<file path="src/rtl/dcache_flush_engine_if.sv">
// Bus bundle between the flush engine, the dcache SRAM port and the
// Data_Memory enable/write/ack port.
interface dcache_flush_engine_if #(
    parameter int unsigned IDX_W  = 4,
    parameter int unsigned WAY_W  = 1,
    parameter int unsigned TAG_W  = 25,
    parameter int unsigned LINE_W = 256,
    parameter int unsigned ADDR_W = 32
);
    logic [IDX_W-1:0]  sram_idx_o;
    logic [WAY_W-1:0]  sram_way_o;
    logic [TAG_W-1:0]  sram_tag_i;
    logic [LINE_W-1:0] sram_data_i;
    logic              sram_wr_o;
    logic [TAG_W-1:0]  sram_tag_o;
    logic              mem_enable_o;
    logic              mem_write_o;
    logic [ADDR_W-1:0] mem_addr_o;
    logic [LINE_W-1:0] mem_data_o;
    logic              mem_ack_i;

    modport master (
        output sram_idx_o, sram_way_o, sram_wr_o, sram_tag_o,
        output mem_enable_o, mem_write_o, mem_addr_o, mem_data_o,
        input  sram_tag_i, sram_data_i, mem_ack_i
    );

    modport slave (
        input  sram_idx_o, sram_way_o, sram_wr_o, sram_tag_o,
        input  mem_enable_o, mem_write_o, mem_addr_o, mem_data_o,
        output sram_tag_i, sram_data_i, mem_ack_i
    );
endinterface

</file>
<file path="src/rtl/dcache_flush_engine.sv">
// Data cache flush sequencer: visits every {set, way}, writes valid+dirty
// lines back to memory, then clears dirty (and optionally valid) in the tag.
module dcache_flush_engine #(
    parameter int unsigned NUM_SETS = 16,
    parameter int unsigned NUM_WAYS = 2,
    parameter int unsigned TAG_W    = 25,
    parameter int unsigned LINE_W   = 256,
    parameter int unsigned ADDR_W   = 32,
    parameter int unsigned OFFSET_W = 5,
    parameter int unsigned CNT_W    = 16
) (
    input  logic                 clk_i,
    input  logic                 rst_i,
    input  logic                 flush_req_i,
    input  logic                 invalidate_i,
    output logic                 flush_busy_o,
    output logic                 flush_done_o,
    output logic [CNT_W-1:0]     wb_count_o,
    output logic [CNT_W-1:0]     flush_cycles_o,
    dcache_flush_engine_if.master bus
);
    localparam int unsigned IDX_W  = $clog2(NUM_SETS);
    localparam int unsigned WAY_W  = (NUM_WAYS > 1) ? $clog2(NUM_WAYS) : 1;
    localparam int unsigned ATAG_W = TAG_W - 2;
    localparam int unsigned RAW_W  = ATAG_W + IDX_W + OFFSET_W;

    typedef enum logic [2:0] {IDLE, SCAN, WB, UPD, DONE} state_t;

    state_t              state;
    logic [IDX_W-1:0]    idx;
    logic [WAY_W-1:0]    way;
    logic                inv_q;
    logic                busy_q;
    logic                done_q;
    logic                sram_wr_q;
    logic [TAG_W-1:0]    sram_tag_q;
    logic                mem_en_q;
    logic                mem_wr_q;
    logic [ADDR_W-1:0]   mem_addr_q;
    logic [LINE_W-1:0]   mem_data_q;
    logic [CNT_W-1:0]    wb_cnt_q;
    logic [CNT_W-1:0]    cyc_cnt_q;

    logic                tag_valid;
    logic                tag_dirty;
    logic [ATAG_W-1:0]   tag_field;
    logic [RAW_W-1:0]    line_addr;
    logic                last_way;
    logic                at_end;
    logic [IDX_W-1:0]    next_idx;
    logic [WAY_W-1:0]    next_way;

    assign bus.sram_idx_o   = idx;
    assign bus.sram_way_o   = way;
    assign bus.sram_wr_o    = sram_wr_q;
    assign bus.sram_tag_o   = sram_tag_q;
    assign bus.mem_enable_o = mem_en_q;
    assign bus.mem_write_o  = mem_wr_q;
    assign bus.mem_addr_o   = mem_addr_q;
    assign bus.mem_data_o   = mem_data_q;
    assign flush_busy_o     = busy_q;
    assign flush_done_o     = done_q;
    assign wb_count_o       = wb_cnt_q;
    assign flush_cycles_o   = cyc_cnt_q;

    // Decode the visited tag word and compute the next walk position.
    always_comb begin
        tag_valid = bus.sram_tag_i[TAG_W-1];
        tag_dirty = bus.sram_tag_i[TAG_W-2];
        tag_field = bus.sram_tag_i[ATAG_W-1:0];
        line_addr = {tag_field, idx, {OFFSET_W{1'b0}}};
        last_way  = (way == WAY_W'(NUM_WAYS - 1));
        at_end    = last_way && (idx == IDX_W'(NUM_SETS - 1));
        next_way  = last_way ? '0 : way + WAY_W'(1);
        next_idx  = last_way ? idx + IDX_W'(1) : idx;
    end

    // Flush sequencer with registered outputs and per-flush statistics.
    always_ff @(posedge clk_i or negedge rst_i) begin
        if (!rst_i) begin
            state      <= IDLE;
            idx        <= '0;
            way        <= '0;
            inv_q      <= 1'b0;
            busy_q     <= 1'b0;
            done_q     <= 1'b0;
            sram_wr_q  <= 1'b0;
            sram_tag_q <= '0;
            mem_en_q   <= 1'b0;
            mem_wr_q   <= 1'b0;
            mem_addr_q <= '0;
            mem_data_q <= '0;
            wb_cnt_q   <= '0;
            cyc_cnt_q  <= '0;
        end else begin
            if (busy_q && (cyc_cnt_q != '1)) begin
                cyc_cnt_q <= cyc_cnt_q + CNT_W'(1);
            end
            case (state)
                IDLE: begin
                    if (flush_req_i) begin
                        inv_q     <= invalidate_i;
                        wb_cnt_q  <= '0;
                        cyc_cnt_q <= '0;
                        idx       <= '0;
                        way       <= '0;
                        busy_q    <= 1'b1;
                        state     <= SCAN;
                    end
                end
                SCAN: begin
                    if (tag_valid && tag_dirty) begin
                        mem_en_q   <= 1'b1;
                        mem_wr_q   <= 1'b1;
                        mem_addr_q <= ADDR_W'(line_addr);
                        mem_data_q <= bus.sram_data_i;
                        state      <= WB;
                    end else if (tag_valid && inv_q) begin
                        sram_wr_q  <= 1'b1;
                        sram_tag_q <= {2'b00, tag_field};
                        state      <= UPD;
                    end else begin
                        idx <= next_idx;
                        way <= next_way;
                        if (at_end) begin
                            done_q <= 1'b1;
                            state  <= DONE;
                        end
                    end
                end
                WB: begin
                    if (bus.mem_ack_i) begin
                        mem_en_q   <= 1'b0;
                        mem_wr_q   <= 1'b0;
                        if (wb_cnt_q != '1) begin
                            wb_cnt_q <= wb_cnt_q + CNT_W'(1);
                        end
                        sram_wr_q  <= 1'b1;
                        sram_tag_q <= {tag_valid & ~inv_q, 1'b0, tag_field};
                        state      <= UPD;
                    end
                end
                UPD: begin
                    sram_wr_q <= 1'b0;
                    idx       <= next_idx;
                    way       <= next_way;
                    if (at_end) begin
                        done_q <= 1'b1;
                        state  <= DONE;
                    end else begin
                        state  <= SCAN;
                    end
                end
                DONE: begin
                    done_q <= 1'b0;
                    busy_q <= 1'b0;
                    state  <= IDLE;
                end
                default: state <= IDLE;
            endcase
        end
    end
endmodule
</file>
<file path="src/flat_wrapper.sv">
// flat-port wrapper written by rule: the top's interface ports become plain ports
module dcache_flush_engine_flat 
#(
    parameter int unsigned NUM_SETS = 16,
    parameter int unsigned NUM_WAYS = 2,
    parameter int unsigned TAG_W    = 25,
    parameter int unsigned LINE_W   = 256,
    parameter int unsigned ADDR_W   = 32,
    parameter int unsigned OFFSET_W = 5,
    parameter int unsigned CNT_W    = 16
)
  (clk_i, rst_i, flush_req_i, invalidate_i, flush_busy_o, flush_done_o, wb_count_o, flush_cycles_o, bus_sram_idx_o, bus_sram_way_o, bus_sram_wr_o, bus_sram_tag_o, bus_mem_enable_o, bus_mem_write_o, bus_mem_addr_o, bus_mem_data_o, bus_sram_tag_i, bus_sram_data_i, bus_mem_ack_i);
  dcache_flush_engine_if #(.TAG_W(TAG_W), .LINE_W(LINE_W), .ADDR_W(ADDR_W)) bus_i ();
  input  logic clk_i;
  input  logic rst_i;
  input  logic flush_req_i;
  input  logic invalidate_i;
  output logic flush_busy_o;
  output logic flush_done_o;
  output logic [CNT_W-1:0] wb_count_o;
  output logic [CNT_W-1:0] flush_cycles_o;
  output wire logic [$bits(bus_i.sram_idx_o)-1:0] bus_sram_idx_o;
  output wire logic [$bits(bus_i.sram_way_o)-1:0] bus_sram_way_o;
  output wire logic [$bits(bus_i.sram_wr_o)-1:0] bus_sram_wr_o;
  output wire logic [$bits(bus_i.sram_tag_o)-1:0] bus_sram_tag_o;
  output wire logic [$bits(bus_i.mem_enable_o)-1:0] bus_mem_enable_o;
  output wire logic [$bits(bus_i.mem_write_o)-1:0] bus_mem_write_o;
  output wire logic [$bits(bus_i.mem_addr_o)-1:0] bus_mem_addr_o;
  output wire logic [$bits(bus_i.mem_data_o)-1:0] bus_mem_data_o;
  input wire logic [$bits(bus_i.sram_tag_i)-1:0] bus_sram_tag_i;
  input wire logic [$bits(bus_i.sram_data_i)-1:0] bus_sram_data_i;
  input wire logic [$bits(bus_i.mem_ack_i)-1:0] bus_mem_ack_i;
  assign bus_sram_idx_o = bus_i.sram_idx_o;
  assign bus_sram_way_o = bus_i.sram_way_o;
  assign bus_sram_wr_o = bus_i.sram_wr_o;
  assign bus_sram_tag_o = bus_i.sram_tag_o;
  assign bus_mem_enable_o = bus_i.mem_enable_o;
  assign bus_mem_write_o = bus_i.mem_write_o;
  assign bus_mem_addr_o = bus_i.mem_addr_o;
  assign bus_mem_data_o = bus_i.mem_data_o;
  assign bus_i.sram_tag_i = bus_sram_tag_i;
  assign bus_i.sram_data_i = bus_sram_data_i;
  assign bus_i.mem_ack_i = bus_mem_ack_i;
  dcache_flush_engine #(.NUM_SETS(NUM_SETS), .NUM_WAYS(NUM_WAYS), .TAG_W(TAG_W), .LINE_W(LINE_W), .ADDR_W(ADDR_W), .OFFSET_W(OFFSET_W), .CNT_W(CNT_W)) u_core (.clk_i(clk_i), .rst_i(rst_i), .flush_req_i(flush_req_i), .invalidate_i(invalidate_i), .flush_busy_o(flush_busy_o), .flush_done_o(flush_done_o), .wb_count_o(wb_count_o), .flush_cycles_o(flush_cycles_o), .bus(bus_i));
endmodule
</file>
<file path="config.mk">
export PLATFORM = sky130hd
export DESIGN_NAME = dcache_flush_engine_flat
export DESIGN_NICKNAME = d
export VERILOG_FILES = /design/src/rtl/dcache_flush_engine_if.sv /design/src/rtl/dcache_flush_engine.sv /design/src/flat_wrapper.sv
export SDC_FILE = /design/constraint.sdc
export NUM_CORES = 1
export LEC_CHECK = 0
export CAP_MARGIN = 15
export CORE_AREA = 2 2 250 252
export CTS_CLUSTER_DIAMETER = 100
export DETAILED_ROUTE_END_ITERATION = 10
export DIE_AREA = 0 0 252 254
export PLACE_DENSITY_LB_ADDON = 0.08
export SYNTH_ARGS = -nofsm -noshare
export SYNTH_HDL_FRONTEND = slang
export SYNTH_SLANG_ARGS = --single-unit
</file>
<file path="constraint.sdc">
create_clock -name clk_i -period 4.5 [get_ports clk_i]
set_clock_uncertainty 0.05 [all_clocks]
set_input_delay 0.45 -clock clk_i [delete_from_list [all_inputs] [get_ports clk_i]]
set_output_delay 0.45 -clock clk_i [all_outputs]
set_load 0.02 [all_outputs]
</file>
==> out/qor.yml <==
area_delta_synth_final_pct: 63.0
switchingPower_uw: 6030
grtUsageMet3_pct: 6.94
slowest_stage: "dfrtp_1"
startpoint_type: "flop"
routed_wl_um: 51900
whs_path_depth: 3
busiest_layer: "met2"
cp_top_family: "simple AND/OR/NAND/NOR gates"
rsz0062_at_grt: "no"
dieArea_um2: 64000
hold_path.class: "in2reg"
grt.overflow.total: 0
ys.flop_type: "dfrtp_1"
drv_cap: 0
end_kind: "flop"
antenna_found_initial: 7
cts_buffer_depth: 3
register_area_um2: 8810
tns_ns: 0
synth.most_common_cell: "dfrtp_1"
drive_gt1_share_pct: 24.7
via_count: 10342
clock-root-buffer: "clkbuf_16"
viasPerCell: 4.30
track_usage_pct: 15.7
drc: 0
setup_slack_ns: 1.81
dpl.hpwl_um: 39400
nets: 1873
clock_latency_ns: 0.56
dp_cells: 2326
grt_pass1_wl_um: 75300
combPwrFrac_pct: 46.2
outcome: "finished, final reports clean"
cts_buffers: 45
critical_path_class: "reg2reg"
ir_worst_vdd_mv: 0.352
pre_cts_ws_ns: 1.56
initialDrtViolationCount: 373
crit_fanout: 39
finalCriticalPeriod_ns: 2.69
io_pins: 641
grt_max_degree: 105
synth_edf_count: 0
die_h_um: 254
die_w_um: 252
reg2reg_depth: 4
multiInputGateArea_um2: 4850
rows: 91
post-route-period-util_pct: 59.8
critical-path-max-stage-delay_ns: 0.71
p_int_uw: 10900
drtPass1Iterations: 4
power.share.sequential_pct: 32.4
clkPwrFrac_pct: 21.4
critPathRequiredTime_ns: 4.89
hold_viol: 0
path_cells: "and2b_1 -> nand3_4 -> buf_4 -> mux2_2"
synthArstFlopShare_pct: 100
initial_core_util_pct: 22.8
pwr_density_cell_nw_per_um2: 743
yosysTopAreaCell: "dfrtp_1"
synth_area_um2: 14000
ant_nets: 0
syn_area_per_cell_um2: 15.0
htree_levels: 2
setup_viol: 0
p_sw_share_pct: 35.7
portBuffers: 634
fin_area_um2: 22800
n_antenna_cell: 0
place_area_um2: 21300
routedWlPerCell_um: 21.6
drv_slew: 0
synthTopCellsByCount: "352 x dfrtp_1, 305 x mux2_2, 34 x buf_2, 25 x nand2_1, 19 x o21ai_0"
global_route.usage.met1_pct: 17.1
slew_headroom_pct: 41.7
path_depth: 4
fmaxAchievable_mhz: 371
instances_no_fill: 2407
n_fill_cell: 5938
worst_pin_slew_ns: 0.874
routabilityCongestion: 0.783
p_leak_uw: 0.00934
post-route-util_pct: 37.1
numClockSinks: 352
synthCells: 931
critPathBufInv: 1
clkTransAtPathRegs_ns: 0.06
met2_usage_pct: 27.8
ys_seq_elements: 352
first_global_vias: 11019
core_um2: 61300
ys.warnings.count: 0
ys_top_cells_by_area: "dfrtp_1 63%, mux2_2 25%, buf_2 1.2%"
netlist.area_leader.share_pct: 63.1
cts_tree: "built"
synth_cell_type_count: 59
ys_seq_area_share_pct: 63.1
crit_arrival_ns: 3.09
cts_setup_buffers: 0
-- layer usage --
metal | up-vias | share of wire, %
met5 | - | 0.13
met4 | 12 | 1.8
met3 | 72 | 10
met2 | 413 | 52
met1 | 5167 | 36
li1 | 4678 | -
-- kinds of logic (layout without fill, tap and decap cells) --
group                    Yosys count  count (layout)  share of synthesized area [%]
buffers and inverters             61             742                           2.38
flip-flops                       352             352                           63.1
adder cells (fa/ha/maj)            3               3                          0.269
multiplexers                     311             311                           25.1
XOR/XNOR                           2               2                          0.126
AO/OA/AOI/OAI                     81              81                           3.92
AND/OR/NAND/NOR                  120             120                           5.14
other                              1               6                         0.0269
-- tightest hold or removal path, stage by stage --
cell and delay, ns:
clkdlybuf4s50_1 0.41, nand2_1 0.08, nand2_1 0.05
-- path summary, 6_finish.rpt --
| check | from | end | slack (ns) |
|---|---|---|---|
| hold reg to reg | u_core.bus.mem_data_o[177]$_DFFE_PN0P_ | u_core.bus.mem_data_o[177]$_DFFE_PN0P_ | 0.45 |
| max in group asynchronous | rst_i | u_core.bus.mem_addr_o[22]$_DFFE_PN0P_ | 2.85 |
| setup reg to reg | u_core.state[0]$_DFFE_PN0P_ | u_core.bus.mem_data_o[183]$_DFFE_PN0P_ | 1.81 |
| min in group asynchronous | rst_i | u_core.bus.mem_data_o[177]$_DFFE_PN0P_ | 0.49 |
| setup / recovery | u_core.state[0]$_DFFE_PN0P_ | u_core.bus.mem_data_o[183]$_DFFE_PN0P_ | 1.81 |
| hold / removal | invalidate_i | u_core.inv_q$_DFFE_PN0P_ | 0.43 |
-- power by group through the flow --
stage | sequential, uW | clock (uW) | combinational (uW)
finish | 5470 | 3620 | 7810
floorplan | 7220 | 0 | 1960
global route | 5710 | 3870 | 8240
detailed placement | 5520 | 0 | 7960
CTS | 5490 | 3750 | 7990
global placement | 5480 | 0 | 7960
-- per-stage QoR --
stage	hold slack (ns)	power, uW
floorplan	0.104	9180
global placement	0.430	13400
detailed placement	0.441	13500
CTS	0.393	17200
global route	0.399	17800
finish	0.426	16900
-- area by class of cell --
type	count	share of cell area, %
clock buffers	71	5.87
flip-flops and latches	352	38.7
well taps	790	4.34
repair buffers	653	29.0
multi-input cells	523	21.3
inverters	9	0.148
clock inverters	9	0.605
-- timing repair --
item                      in CTS  in global routing
hold buffers                   1                  0
resized for setup              0                  0
hold endpoints to repair      83                  0
-- cell usage in the layout (no fill, tap or decap), types with 13 or more instances in the layout --
cell	count
nor2_1	14
mux2_2	305
dfrtp_1	352
nand3_1	15
nand2_1	25
o31ai_1	14
nand4_1	13
a21oi_1	16
clkbuf_1	16
clkbuf_16	46
o21ai_0	19
clkdlybuf4s50_1	633
-- sequential cells by signal, summed over array words and instances (netlist names) --
signal / count
u_core.bus.sram_tag_o: 24
u_core.wb_count_o: 16
u_core.bus.sram_wr_o: 1
u_core.bus.mem_enable_o: 1
u_core.state: 3
u_core.bus.sram_way_o: 1
u_core.flush_done_o: 1
u_core.bus.sram_idx_o: 4
u_core.inv_q: 1
u_core.bus.mem_data_o: 256
u_core.flush_busy_o: 1
u_core.flush_cycles_o: 16
u_core.bus.mem_addr_o: 27
No activity file was read; power rests on OpenSTA's default activity.
